<file path="src/rtl/snn_pkg.sv">
// Shared definitions for the spiking-network datapath blocks:
// default widths, scheduler state encoding and a saturating adder.
package snn_pkg;

    localparam int SNN_W      = 5;
    localparam int SNN_W_INIT = 2;

    typedef enum logic [1:0] {
        ST_IDLE = 2'd0,
        ST_ARB  = 2'd1,
        ST_CFG  = 2'd2
    } sched_state_e;

    // Unsigned add clamped to 2^w-1; operands must already fit in w bits (w <= 15).
    function automatic logic [15:0] sat_add(input logic [15:0] a,
                                            input logic [15:0] b,
                                            input int          w);
        logic [16:0] sum;
        logic [16:0] max_val;
        sum     = {1'b0, a} + {1'b0, b};
        max_val = (17'(1) << w) - 17'(1);
        return (sum > max_val) ? max_val[15:0] : sum[15:0];
    endfunction

endpackage

</file>
<file path="src/rtl/rr_arbiter.sv">
// Combinational round-robin picker: searches the pending vector starting
// one past the last serviced index and returns a one-hot grant plus its index.
module rr_arbiter #(
    parameter int N     = 3,
    parameter int IDX_W = 2
) (
    input  logic [N-1:0]     pending,
    input  logic [IDX_W-1:0] last,
    output logic [N-1:0]     grant,
    output logic [IDX_W-1:0] grant_idx,
    output logic             grant_any
);

    always_comb begin
        int idx;
        idx       = 0;
        grant     = '0;
        grant_idx = '0;
        grant_any = 1'b0;
        for (int k = 1; k <= N; k++) begin
            idx = int'(last) + k;
            if (idx >= N) idx = idx - N;
            if (!grant_any && pending[IDX_W'(idx)]) begin
                grant[IDX_W'(idx)] = 1'b1;
                grant_idx          = IDX_W'(idx);
                grant_any          = 1'b1;
            end
        end
    end

endmodule

</file>
<file path="src/rtl/spike_event_scheduler.sv">
// Latches input spikes as pending events, services one per cycle round-robin,
// and folds the granted weight into a saturating, periodically halved current.
module spike_event_scheduler
    import snn_pkg::*;
#(
    parameter int N_IN         = 3,
    parameter int W            = SNN_W,
    parameter int W_INIT       = SNN_W_INIT,
    parameter int DECAY_PERIOD = 16
) (
    input  logic            clk,
    input  logic            reset,
    input  logic [N_IN-1:0] spike_in,
    input  logic            cfg_valid,
    input  logic [2:0]      cfg_sel,
    input  logic [W-1:0]    cfg_weight,
    output logic            cfg_ready,
    output logic            cfg_err,
    output logic [N_IN-1:0] grant,
    output logic [W-1:0]    current_out,
    output logic [7:0]      drop_count
);

    localparam int IDX_W = (N_IN > 1) ? $clog2(N_IN) : 1;
    localparam int CNT_W = (DECAY_PERIOD > 1) ? $clog2(DECAY_PERIOD) : 1;

    sched_state_e     state, state_next;
    logic [N_IN-1:0]  pending, pending_next;
    logic [IDX_W-1:0] last;
    logic [W-1:0]     weight [N_IN];
    logic [2:0]       cfg_sel_q;
    logic [W-1:0]     cfg_weight_q;
    logic [CNT_W-1:0] decay_cnt;

    logic [N_IN-1:0]  arb_onehot, arb_clear, drop_vec;
    logic [IDX_W-1:0] arb_idx;
    logic             arb_any, arb_en, handshake, decay_tick;
    logic             cfg_sel_ok, cfg_in_range;
    logic [3:0]       drop_n;
    logic [W-1:0]     acc_dec, add_w;

    logic [W-1:0]     acc_p1;
    logic [N_IN-1:0]  grant_p1;

    rr_arbiter #(
        .N     (N_IN),
        .IDX_W (IDX_W)
    ) u_arb (
        .pending   (pending),
        .last      (last),
        .grant     (arb_onehot),
        .grant_idx (arb_idx),
        .grant_any (arb_any)
    );

    // p0: event selection, pending update, overflow detection
    assign arb_en       = (state == ST_ARB);
    assign arb_clear    = (arb_en && arb_any) ? arb_onehot : '0;
    assign handshake    = cfg_valid && (state == ST_IDLE);
    assign pending_next = (pending & ~arb_clear) | spike_in;
    assign drop_vec     = spike_in & pending & ~arb_clear;
    assign cfg_sel_ok   = ({1'b0, cfg_sel_q} < 4'(N_IN));
    assign cfg_in_range = ({1'b0, cfg_sel} < 4'(N_IN));
    assign decay_tick   = (DECAY_PERIOD != 0) && (decay_cnt == CNT_W'(DECAY_PERIOD - 1));

    always_comb begin
        drop_n = '0;
        for (int i = 0; i < N_IN; i++) begin
            drop_n = drop_n + 4'(drop_vec[i]);
        end
    end

    always_comb begin
        acc_dec = decay_tick ? (acc_p1 >> 1) : acc_p1;
        add_w   = (arb_en && arb_any) ? weight[arb_idx] : '0;
    end

    always_comb begin
        state_next = state;
        case (state)
            ST_IDLE: begin
                if (cfg_valid)          state_next = ST_CFG;
                else if (|pending_next) state_next = ST_ARB;
            end
            ST_ARB:  if (pending_next == '0) state_next = ST_IDLE;
            ST_CFG:  state_next = ST_IDLE;
            default: state_next = ST_IDLE;
        endcase
    end

    // p1: registered grant, accumulator and bookkeeping
    always_ff @(posedge clk or negedge reset) begin
        if (!reset) begin
            state        <= ST_IDLE;
            pending      <= '0;
            last         <= IDX_W'(N_IN - 1);
            cfg_sel_q    <= '0;
            cfg_weight_q <= '0;
            cfg_err      <= 1'b0;
            grant_p1     <= '0;
            acc_p1       <= '0;
            drop_count   <= '0;
            decay_cnt    <= '0;
        end else begin
            state    <= state_next;
            pending  <= pending_next;
            grant_p1 <= arb_clear;
            if (arb_en && arb_any) last <= arb_idx;
            if (handshake) begin
                cfg_sel_q    <= cfg_sel;
                cfg_weight_q <= cfg_weight;
            end
            cfg_err    <= handshake && !cfg_in_range;
            acc_p1     <= W'(sat_add(16'(acc_dec), 16'(add_w), W));
            drop_count <= 8'(sat_add(16'(drop_count), 16'(drop_n), 8));
            if (DECAY_PERIOD == 0 || decay_tick) decay_cnt <= '0;
            else                                 decay_cnt <= decay_cnt + 1'b1;
        end
    end

    // A write lands at the end of the CFG cycle, so the following grant already sees it.
    always_ff @(posedge clk or negedge reset) begin
        if (!reset) begin
            for (int i = 0; i < N_IN; i++) weight[i] <= W'(W_INIT);
        end else if (state == ST_CFG && cfg_sel_ok) begin
            weight[cfg_sel_q[IDX_W-1:0]] <= cfg_weight_q;
        end
    end

    assign cfg_ready   = (state == ST_IDLE);
    assign grant       = grant_p1;
    assign current_out = acc_p1;

endmodule

</file>
<file path="config.mk">
export PLATFORM = sky130hd
export DESIGN_NAME = spike_event_scheduler
export DESIGN_NICKNAME = d
export VERILOG_FILES = /design/src/rtl/snn_pkg.sv /design/src/rtl/rr_arbiter.sv /design/src/rtl/spike_event_scheduler.sv
export SDC_FILE = /design/constraint.sdc
export NUM_CORES = 1
export LEC_CHECK = 0
export ABC_AREA = 1
export CAP_MARGIN = 20
export CORE_MARGIN = 1
export CORE_UTILIZATION = 55
export CTS_BUF_LIST = sky130_fd_sc_hd__clkbuf_4
export CTS_CLUSTER_SIZE = 8
export DETAILED_ROUTE_END_ITERATION = 10
export DONT_BUFFER_PORTS = 1
export PLACE_DENSITY = 0.66
export SYNTH_ARGS = -nofsm -noshare
export SYNTH_HDL_FRONTEND = slang
export SYNTH_HIERARCHICAL = 1
export SYNTH_SLANG_ARGS = --single-unit
</file>
<file path="constraint.sdc">
create_clock -name clk -period 7.94 [get_ports clk]
set_clock_uncertainty 0.15 [all_clocks]
set_input_delay 0.397 -clock clk [delete_from_list [all_inputs] [get_ports clk]]
set_output_delay 0.397 -clock clk [all_outputs]
set_load 0.05 [all_outputs]
</file>
### Word level (Yosys, flattened, before mapping)

Cells that the tools add are included.

* register bits after elaboration: 51
* input port bits: 14
* output and inout bits: 18
* logic and storage cells: 114

* $add $sub $neg: 11
* magnitude comparators: 16
* equal/unequal tests: 5
* multiplexer cells: 43
* bitwise gates (word level): 9
* reductions and logical operators: 17

Operators with widths (number)
* 5-bit two-way mux: 6
* 2-bit two-way mux: 9
* 15-bit bitwise mux: 1
* 2-bit by 4-bit < comparator with 1-bit output, second input constant: 3
* 1-bit two-way mux: 12
* 3-bit two-way mux: 4
* 5-bit binary-select mux with 2-bit select: 1
* 5-bit demux with 2-bit select: 1
* 1-bit logical AND: 10
* 8-bit by 3-bit adder with 9-bit output: 1
* 3-bit AND: 3
* 3-bit by 2-bit >= comparator with 1-bit output, second input constant: 3
* 9-bit by 8-bit > comparator with 1-bit output, second input constant: 1
* 3-bit OR: 3
* 8-bit two-way mux: 1
* 2-bit by 2-bit adder with 3-bit output, second input constant: 2
* 5-bit by 5-bit adder with 6-bit output: 1
* 1-bit binary-select mux with 2-bit select: 3
* 1-bit demux with 2-bit select: 3
* 2-bit by 1-bit >= comparator with 1-bit output, second input constant: 3
* 3-bit >= comparator, second input constant: 2
* 6-bit by 5-bit > comparator with 1-bit output, second input constant: 1
* 3-bit by 2-bit < comparator with 1-bit output, second input constant: 2
* 2-bit inverter with 3-bit output: 2
* 19 further kinds: 23

### Longest topological paths before layout

Gate-level depths: netlist of run 1.

* depth in word-level cells: 22
* gate-level depth with buffers: 24

### By module

The synthesis of run 1 kept the hierarchy.

By module, submodules not included
* spike_event_scheduler: times used 1, cells an instance 270, area an instance 2434.8 um^2, seq. area each 1281.2 um^2
* rr_arbiter: times used 1, cells an instance 74, area an instance 399.1 um^2, seq. area each 0.0 um^2

### Least setup slack after synthesis of run 1

OpenSTA, ideal clock, no wires.

* kind: register to register
* from: register last[1]
* to: register drop_count[3]
* library setup time: 72 ps
* arrival time: 3447 ps
* slack: 4271 ps
* stages on the path, launching flop included: 22
* buffers on the path: 1
* period minus slack after synthesis: 3669 ps
* cells stage by stage: dfstp_2 -> inv_1 -> ha_1 -> buf_6 -> nor2_2 -> inv_1 -> nand2_1 -> nand2_1 -> nand2_2 -> nand3_1 -> nand4_1 -> nand3_1 -> fa_1 -> inv_1 -> ha_1 -> inv_1 -> fa_1 -> inv_1 -> nand2_1 -> nor3_1 -> nand2_1 -> nand3_1

* cells in the longest elaborated chain, start to end: 22
* elaborated cells between the ends (all ways): 57

RTL lines
* from (decl): RTL line spike_event_scheduler.sv:29 `logic [IDX_W-1:0] last;`
* from (signal assigned): RTL line spike_event_scheduler.sv:96 `last <= IDX_W'(N_IN - 1);`
* from (signal assigned): RTL line spike_event_scheduler.sv:108 `if (arb_en && arb_any) last <= arb_idx;`
* 2-bit by 1-bit adder with 3-bit output: RTL line rr_arbiter.sv:21 `idx = int'(last) + k;`
* 3-bit by 2-bit >= comparator with 1-bit output or 2-bit by 1-bit subtractor with 2-bit output (tied branches): RTL line rr_arbiter.sv:22 `if (idx >= N) idx = idx - N;`
* 2-bit two-way mux: RTL line rr_arbiter.sv:22
* 1-bit binary-select mux with 2-bit select: RTL line rr_arbiter.sv:23 `if (!grant_any && pending[IDX_W'(idx)]) begin`
* 1-bit two-way mux (not written as such) (2 in a row): RTL line rr_arbiter.sv:23
* 1-bit two-way mux: RTL line rr_arbiter.sv:23
* 1-bit logical NOT: RTL line rr_arbiter.sv:23
* 1-bit logical AND: RTL line rr_arbiter.sv:23
* [4 not listed]
* via arb_any: RTL line spike_event_scheduler.sv:37 `logic arb_any, arb_en, handshake, decay_tick;`
* [1 not listed]
* 3-bit two-way mux (*): RTL line spike_event_scheduler.sv:58 `assign arb_clear = (arb_en && arb_any) ? arb_onehot : '0;`
* 3-bit inverter (*): RTL line spike_event_scheduler.sv:61 `assign drop_vec = spike_in & pending & ~arb_clear;`
* 3-bit AND (*): RTL line spike_event_scheduler.sv:61
* 1-bit by 1-bit adder with 2-bit output: RTL line spike_event_scheduler.sv:69 `drop_n = drop_n + 4'(drop_vec[i]);`
* 2-bit by 1-bit adder with 3-bit output (*): RTL line spike_event_scheduler.sv:69
* 8-bit by 3-bit adder with 9-bit output (*): RTL line snn_pkg.sv:20 `sum = {1'b0, a} + {1'b0, b};`
* 9-bit by 8-bit > comparator with 1-bit output: RTL line snn_pkg.sv:22 `return (sum > max_val) ? max_val[15:0] : sum[15:0];`
* 8-bit two-way mux (*): RTL line snn_pkg.sv:22
* to (signal assigned): RTL line spike_event_scheduler.sv:115 `drop_count <= 8'(sat_add(16'(drop_count), 16'(drop_n), 8));`
* to (decl): RTL line spike_event_scheduler.sv:21 `output logic [7:0] drop_count`

Mark *: on every way through the listed nets, which the timed path passes. The rest lies on a longest branch. The select of a mux whose other input is x is not followed.
A chain may end at the register's enable or synchronous reset.

### Worst setup path after layout of run 1

* from: register last[0]
* to: register drop_count[6]

The elaborated chain is that of the path after synthesis.

==> results of run 1 <==
[how the worst min path moves through the flow]
stage,startpoint,end,slack [ns]
CTS,cfg_sel[1],cfg_sel_q[1]$_DFFE_PN0P_,0.001
global route,cfg_sel[0],cfg_err$_DFF_PN0_,0.003
detailed placement,reset,pending[1]$_DFF_PN0_,-0.05
finish,cfg_sel[0],cfg_err$_DFF_PN0_,0.03
floorplan,reset,cfg_err$_DFF_PN0_,-0.05
global placement,reset,grant[1]$_DFF_PN0_,-0.05
[flip-flops by register name, summed over array words and instances, names as in the netlist]
signal,flops
cfg_sel_q,3
current_out,5
last,2
weight,15
grant,3
cfg_weight_q,5
state,2
pending,3
decay_cnt,4
drop_count,8
cfg_err,1
[cells by family after synthesis]
logic type                 Yosys count  synth area share [%]
muxes                                1                 0.397
DFF                                 51                  45.2
buffers and inverters               63                  9.01
xor gates and xnor gates             6                  1.85
adders and majority gates           17                  8.30
and+or+nand+nor                    149                  24.0
AOI/OAI and AO/OA                   57                  11.2
[cell usage after synthesis (3+ instances only)]
cell | instances | area [um2]
o21ai_0 | 28 | 140
xor2_1 | 4 | 35.0
nor2_2 | 4 | 25.0
o21ai_1 | 8 | 40.0
dfrtp_1 | 47 | 1180
nand2_2 | 5 | 31.3
ha_1 | 14 | 175
o211ai_1 | 5 | 37.5
dfstp_2 | 4 | 105
fa_1 | 3 | 60.1
a21oi_1 | 13 | 65.1
inv_2 | 8 | 30.0
nand4_1 | 3 | 18.8
nand3_1 | 12 | 60.1
inv_1 | 51 | 191
nand2_1 | 104 | 390
nor2_4 | 3 | 33.8
nor2_1 | 8 | 30.0
[per-stage QoR]
stage	hold WS, ns	area [um2]	setup slack (ns)
2_1_floorplan	-0.0486	2830	4.27
3_3_place_gp	-0.0477	2890	3.93
3_5_place_dp	-0.0473	2890	3.79
4_1_cts	0.00133	3100	3.79
5_1_grt	0.00271	3110	3.42
6_report	0.0276	3110	3.77
[layer usage]
metal	track usage, %	wire [um]	share of wire, %
met1	28.7	2520	49
met2	34.3	2380	46
met3	3.98	203	3.9
met4	5.77	58	1.1
met5	0	0	0
[what timing repair did]
action                    4_1_cts  5_1_grt
hold buffers                   11        1
gates resized for setup         0        0
hold endpoints to repair       61        1
[worst max-delay path: stages (launching register included)]
cell and delay [ns]:
dfrtp_1 0.51, inv_1 0.16, ha_1 0.46, nand2_1 0.16, inv_2 0.04, nor2_2 0.13, nand2_2 0.07, nand2_2 0.10
nand3_1 0.19, nand4_1 0.21, nand3_1 0.11, fa_1 0.46, inv_1 0.07, ha_1 0.17, inv_1 0.05, fa_1 0.35
inv_1 0.07, nand2_1 0.08, nor3_1 0.21, nand2_1 0.23, o21ai_0 0.14
[cell type report]
cell class	instances	area (um2)	area share, %
multi-input cells	230	1300	41.7
flip-flops and latches	51	1280	41.2
inverters	60	228	7.33
repair buffers	12	138	4.43
well taps	67	83.8	2.70
clock inverters	3	42.5	1.37
clock buffers	5	37.5	1.21
==> impl_metrics.tcl, run 1 <==
set metrics [dict create \
    crit_path_start "last[0]$_DFFE_PN0N_" \
    hold_depth 2 \
    end_kind "flop" \
    r2r-start "last[0]$_DFFE_PN0N_" \
    synth_seq_cells 51 \
    drv_cap 0 \
    synth_flop_cell "dfrtp_1" \
    first_global_vias 1956 \
    start_util_pct 58.5 \
    cts-root-buf "clkbuf_4" \
    grt_max_degree 52 \
    cts_setup_buffers 0 \
    vias 2142 \
    yosys_warnings 6 \
    antenna_cells 0 \
    fill_cells 431 \
    path_clk_slew_ns 0.15 \
    dpl.cell_count 408 \
    synth_cells 344 \
    io_pins 32 \
    clk_latency_ns 0.37 \
    place_congestion 0.869 \
    stdcell_count 428 \
    status "completed" \
    final_util_pct 64.1 \
    finalCritPeriodShare_pct 52.5 \
    clockBufferDepth 2 \
    fin_nets 391 \
    hold_violations 0 \
    rr_worst_depth 20 \
    drc_errors 0 \
    grt_antenna_before_repair 0 \
    yosysUniqueCellTypes 33 \
    core_region_area_um2 4850 \
    synthArstFlopShare_pct 100 \
    worst_pin_slew_ns 0.616 \
    post-route-min-period_ns 4.17 \
    synth_edf_count 0 \
    drt-pass1-iter-count 4 \
    rsz0062_at_grt "false" \
    drtIter0Drc 73 \
    critPathKind "flop to flop" \
    hold_path_class "input pin to flop" \
    cp_max_fo 8 \
    gr-total-overflow 0 \
    die_x_um 73.8 \
    numCtsBuffers 5 \
    layout-drive-gt1-share_pct 11.6 \
    die_h_um 73.8 \
    syn_to_final_growth_pct 9.67 \
    crit_required_ns 8.09 \
    cts.sinks 51 \
    r2r_slack_ns 3.77 \
    syn_area_um2 2830 \
    htree_levels 2 \
    dieArea_um2 5440 \
    hpwlAfterDp_um 3780 \
    start_kind "flop" \
    r2r-end "drop_count[6]$_DFF_PN0_" \
    relSlewSlack_pct 58.9 \
    wl_per_cell_um 12.1 \
    final_antenna_net_count 0 \
    drv_slew 0 \
    synth.avg_cell_area_um2 8.24 \
    synth_fp_nets 375 \
    port_buffers 0 \
    grt.total_usage_pct 21.0 \
    num_rows 25 \
    cts_tree "done" \
    drt-total-wl_um 5160 \
    crit_path_end "drop_count[6]$_DFF_PN0_" \
    mostFrequentLayoutCells "nand2_1, inv_1, dfrtp_1" \
    setup_viol 0 \
    setup_tns_ns 0 \
    grt_pass1_wl_um 8690 \
    worstPathArrival_ns 4.32 \
    max_freq_mhz 240 \
    final_common_cell "nand2_1" \
    vias_per_cell 5.00 \
    ys_seq_area_share_pct 45.2 \
]
Power of run 1 is left out: the tool's default activity adds up to more than one toggle a clock period on the data nets, which glitch-free logic cannot reach.
==> run 2, diff against run 1 <==
- ABC_AREA: 1 -> 0
- PLACE_DENSITY: 0.66 -> 0.69
- clock period: 7.94 -> 3.7 ns (I/O delays scaled with it)
==> impl_metrics.tcl, run 2 <==
set metrics [dict create \
    start_kind "flop" \
    port_buffers 0 \
    yosysMostFrequentCell "dfrtp_1" \
    num_rows 25 \
    drt-total-wl_um 6090 \
    fill_cells 331 \
    end_kind "flop" \
    clk_latency_ns 0.37 \
    numCtsBuffers 5 \
    layout-drive-gt1-share_pct 40.5 \
    ys_seq_area_share_pct 44.8 \
    synthArstFlopShare_pct 100 \
    grt_max_degree 52 \
    core_region_area_um2 4850 \
    grt_antenna_before_repair 0 \
    dieArea_um2 5490 \
    violations "setup timing" \
    synth_seq_cells 51 \
    synth_flop_cell "dfrtp_1" \
    yosys_warnings 6 \
    peakVddDrop_mv 0.420 \
    worstPathArrival_ns 4.07 \
    synth_fp_nets 283 \
    vias_per_cell 5.60 \
    cts-root-buf "clkbuf_4" \
    place_ws_ns -0.224 \
    path_clk_slew_ns 0.15 \
    crit_required_ns 3.79 \
    hold_violations 0 \
    post_dp_cell_area_um2 3180 \
    post-route-min-period_ns 3.98 \
    syn_to_final_growth_pct 26.2 \
    drv_slew 0 \
    synth.area.top_cells "dfrtp_1, mux2_2, ha_1, dfstp_2, mux2i_1" \
    hpwlAfterDp_um 3920 \
    final_antenna_net_count 0 \
    p_leak_nw 1.69 \
    first_global_vias 2126 \
    fin_ws_ns -0.275 \
    grt_pass1_wl_um 9630 \
    relSlewSlack_pct 41.5 \
    worst_pin_slew_ns 0.874 \
    largest_reg_flops 15 \
    gr-total-overflow 0 \
    p_per_area_nw_per_um2 992 \
    die_h_um 74.1 \
    synth_edf_count 0 \
    p_total_mw 3.58 \
    cts.sinks 51 \
    drt-pass1-iter-count 4 \
    max_freq_mhz 252 \
    synth.avg_cell_area_um2 11.3 \
    stdcell_count 377 \
    drtIter0Drc 98 \
    fin_nets 339 \
    synth_top_area_share_pct 41.2 \
    critPathKind "flop to flop" \
    io_pins 32 \
    place_congestion 0.861 \
    drv_cap 0 \
    status "finished, violations left" \
    yosys.area.top_type "dfrtp_1" \
    clockBufferDepth 2 \
    cp_max_fo 8 \
    cts_tree "done" \
    dpl.cell_count 346 \
    start_util_pct 58.9 \
    synth_commonest_cells "dfrtp_1, mux2_2, inv_1" \
    wl_per_cell_um 16.2 \
    die_x_um 74.1 \
    yosysUniqueCellTypes 51 \
    fin_area_um2 3610 \
    grt.total_usage_pct 23.6 \
    syn_area_um2 2860 \
    final_common_cell "dfrtp_1" \
    regMostFlops "weight" \
    htree_levels 2 \
    hold_path_class "input pin to flop" \
    setup_viol 11 \
    synth_cells 252 \
    top_regs "weight: 15 flops, drop_count: 8 flops" \
    rsz0062_at_grt "true" \
    drc_errors 0 \
    mostFrequentLayoutCells "dfrtp_1, buf_4, mux2_2" \
    finalCritPeriodShare_pct 107 \
    vias 2113 \
]
[run 2: changes by cell type after synthesis, sizes merged, moves of 6 or more]
cell / before / now
nand2: 111 / 10
inv: 60 / 18
mux2: 1 / 34
o21ai: 36 / 13
mux2i: 0 / 8
nand2b: 0 / 6
[run 2: report_power, final]
| group | internal, mW | total [mW] | switching, mW |
|---|---|---|---|
| clock | 0.146 | 0.333 | 0.186 |
| combinational | 1.13 | 2.09 | 0.963 |
| sequential | 0.744 | 1.15 | 0.408 |
| total | 2.02 | 3.58 | 1.56 |
[run 2: logic make-up (layout without fill, tap and decap cells)]
family                     after synthesis  in the layout  synth area share (%)
and+or+nand+nor                         64             64                  13.7
AOI/OAI and AO/OA                       51             51                  11.6
DFF                                     51             51                  44.8
muxes                                   42             42                  16.5
buffers and inverters                   24             81                  4.16
adders and majority gates               17             17                  8.23
xor gates and xnor gates                 3              3                 0.920
other                                    0              1                     0
[run 2: per-stage QoR]
stage | TNS, ns | utilization (%) | hold slack (ns)
finish | -1.96 | 74.4 | 0.0675
global route | -3.39 | 74.3 | 0.0643
CTS | -1.19 | 72.5 | 0.0475
detailed placement | -0.821 | 65.5 | -0.259
global placement | -0.299 | 65.5 | -0.260
floorplan | -0.176 | - | -0.261
[run 2: worst paths after layout]
| path | startpoint | end | cells after the start | slack, ns |
|---|---|---|---|---|
| max | last[1]$_DFFE_PN1N_ | drop_count[4]$_DFF_PN0_ | 18 | -0.28 |
| min | spike_in[1] | drop_count[0]$_DFF_PN0_ | 3 | 0.07 |
| max reg2reg | last[1]$_DFFE_PN1N_ | drop_count[4]$_DFF_PN0_ | 18 | -0.28 |
| min reg2reg | decay_cnt[0]$_DFF_PN0_ | decay_cnt[0]$_DFF_PN0_ | 1 | 0.35 |
| max in group asynchronous | reset | weight[11]$_DFFE_PN1P_ | 2 | 2.95 |
| min in group asynchronous | reset | current_out[1]$_DFF_PN0_ | 2 | 0.17 |
[run 2: what timing repair did]
action | CTS | global route
hold buffers | 14 | 0
gates resized for setup | 13 | 19
endpoints found under the setup margin | 10 | 13
endpoints found under the hold margin | 65 | 0
pin swaps | 9 | 15
buffers inserted | 6 | 2
[run 2: per-layer routing]
metal  global-route usage (%)  vias to the layer above  wire length (um)
met2                     41.9                       49              3150
met1                     28.0                     1042              2600
met5                        0                        -                 0
met4                     8.76                        0               123
li1                         -                     1009                 -
met3                     5.01                       13               218
[run 2: final cells by class]
type                            count  area, um2  share of cell area (%)
Inverter                           18       70.1                    1.94
Timing Repair Buffer               55        480                    13.3
Antenna cell                        1       2.50                  0.0694
Tap cell                           67       83.8                    2.32
Clock buffer                        5       37.5                    1.04
Multi-Input combinational cell    177       1600                    44.4
Clock inverter                      3       47.5                    1.32
Sequential cell                    51       1280                    35.6
[run 2: worst max-delay path, cell delays in order, from the launching register on]
cell	delay, ns
dfstp_2	0.60
inv_2	0.06
ha_4	0.31
nand2b_4	0.15
a21oi_4	0.05
a221o_1	0.31
buf_6	0.14
nand2b_4	0.15
nand4b_1	0.12
nand3_1	0.12
fa_1	0.44
inv_1	0.08
ha_2	0.18
inv_2	0.04
fa_2	0.33
nand3b_1	0.19
buf_4	0.18
a31oi_2	0.15
mux2i_1	0.10
Power figures use the tool's default switching activity.
==> run 3, diff against run 2 <==
- PLACE_DENSITY: 0.69 -> not set
- PLACE_DENSITY_LB_ADDON: not set -> 0.2
- SETUP_SLACK_MARGIN: not set -> 0.3
==> impl_metrics.tcl, run 3 (synthesized netlist as in run 2, its figures left out) <==
set metrics [dict create \
    regMostFlops "weight" \
    hold_path_class "input pin to flop" \
    numCtsBuffers 5 \
    combPwrFrac_pct 60.6 \
    p_per_area_nw_per_um2 981 \
    cts-root-buf "clkbuf_4" \
    start_kind "flop" \
    p_total_mw 3.52 \
    layout-drive-gt1-share_pct 39.9 \
    drtIter0Drc 102 \
    vias_per_cell 5.50 \
    core_region_area_um2 4850 \
    internal_power_mw 1.97 \
    drv_slew 0 \
    largest_reg_flops 15 \
    clockBufferDepth 2 \
    path_clk_slew_ns 0.15 \
    place_congestion 0.825 \
    critPathKind "flop to flop" \
    end_kind "flop" \
    dieArea_um2 5490 \
    grt_max_degree 52 \
    syn_to_final_growth_pct 25.6 \
    crit_required_ns 3.82 \
    num_rows 25 \
    htree_levels 2 \
    p_sw_mw 1.55 \
    power.share.switching_pct 44.1 \
    cts_tree "done" \
    wl_per_cell_um 15.2 \
    die_x_um 74.1 \
    start_util_pct 58.9 \
    violations "setup timing" \
    hold_violations 0 \
    post-route-min-period_ns 3.99 \
    rsz0062_at_grt "true" \
    io_pins 32 \
    grt_pass1_wl_um 9470 \
    clkPwrFrac_pct 7.2 \
    finalCritPeriodShare_pct 108 \
    vias 2064 \
    gr-total-overflow 0 \
    die_h_um 74.1 \
    cts.sinks 51 \
    cp_max_fo 6 \
    top_regs "weight: 15 flops, drop_count: 8 flops" \
    power_frac_seq_pct 32.2 \
    fin_ws_ns -0.288 \
    worst_pin_slew_ns 0.878 \
    p_leak_nw 1.69 \
    antenna_cells 0 \
    hold-worst-slack_ns 0.0846 \
    drc_errors 0 \
    grt_antenna_before_repair 0 \
    hpwlAfterDp_um 4060 \
    final_common_cell "dfrtp_1" \
    fin_nets 338 \
    post_dp_cell_area_um2 3170 \
    mostFrequentLayoutCells "dfrtp_1, buf_4, mux2_2" \
    status "finished, violations left" \
    setup_tns_ns -1.50 \
    fin_area_um2 3590 \
    port_buffers 0 \
    final_antenna_net_count 0 \
    drv_cap 0 \
    grt.total_usage_pct 23.2 \
    max_freq_mhz 251 \
    clk_latency_ns 0.37 \
    setup_viol 9 \
    drt-total-wl_um 5720 \
    first_global_vias 2050 \
    relSlewSlack_pct 41.2 \
    drt-pass1-iter-count 4 \
    peakVddDrop_mv 0.439 \
    worstPathArrival_ns 4.11 \
]
==> run 3: worst paths after layout <==
path	end	slack, ns	from	cells after the start
min in group asynchronous	decay_cnt[3]$_DFF_PN0_	0.16	reset	2
setup / recovery	drop_count[6]$_DFF_PN0_	-0.29	last[1]$_DFFE_PN1N_	16
setup reg to reg	drop_count[6]$_DFF_PN0_	-0.29	last[1]$_DFFE_PN1N_	16
max in group asynchronous	weight[6]$_DFFE_PN1P_	2.95	reset	2
hold reg to reg	decay_cnt[0]$_DFF_PN0_	0.35	decay_cnt[0]$_DFF_PN0_	1
hold / removal	drop_count[0]$_DFF_PN0_	0.08	spike_in[1]	3
==> run 3: what timing repair did <==
item,4_1_cts,5_1_grt
endpoints found under the setup margin,13,13
setup buffers,7,2
hold buffers,14,0
endpoints found under the hold margin,65,0
gates resized for setup,30,6
pin swaps,8,9
==> run 3: per-stage QoR <==
stage               cells  util [%]  setup slack (ns)
finish                375      74.0            -0.288
detailed placement    344      65.3            -0.290
global route          375      74.0            -0.420
global placement      344      65.3            -0.169
CTS                   373      73.3            -0.242
floorplan             252         -            -0.166
==> run 3: per-layer routing <==
metal | vias to the layer above | share of wire, % | wire length (um) | global-route usage [%]
li1 | 1011 | - | - | -
met1 | 1015 | 46 | 2620 | 31.6
met2 | 32 | 50 | 2860 | 37.8
met3 | 6 | 2.9 | 164 | 3.79
met4 | 0 | 1.1 | 65 | 8.12
met5 | - | 0 | 0 | 0
==> run 3: power by group through the flow <==
stage | clock, mW | combinational [mW] | sequential [mW]
detailed placement | 0 | 1.73 | 1.14
CTS | 0.261 | 2.06 | 1.13
global placement | 0 | 1.70 | 1.13
floorplan | 0 | 1.19 | 1.12
global route | 0.284 | 2.31 | 1.16
finish | 0.254 | 2.13 | 1.13
==> run 3: critical path, stage by stage, from the launching register on <==
cell and delay (ns):
dfstp_2 0.60, inv_2 0.07, ha_4 0.25, buf_6 0.14, buf_6 0.11, a221o_1 0.37
o32ai_4 0.27, nand4b_4 0.14, nand3_2 0.10, fa_1 0.41, inv_1 0.07, ha_2 0.18
inv_2 0.04, fa_2 0.32, nand3b_1 0.19, nor2_1 0.15, mux2_2 0.34
==> run 3: cell type report <==
cell class,count,area [um2]
fill,340,1260
multi-input combinational,177,1620
inverter,18,70.1
tap,67,83.8
sequential,51,1280
timing repair buffer,54,477
clock buffer,6,45.0
clock inverter,2,12.5
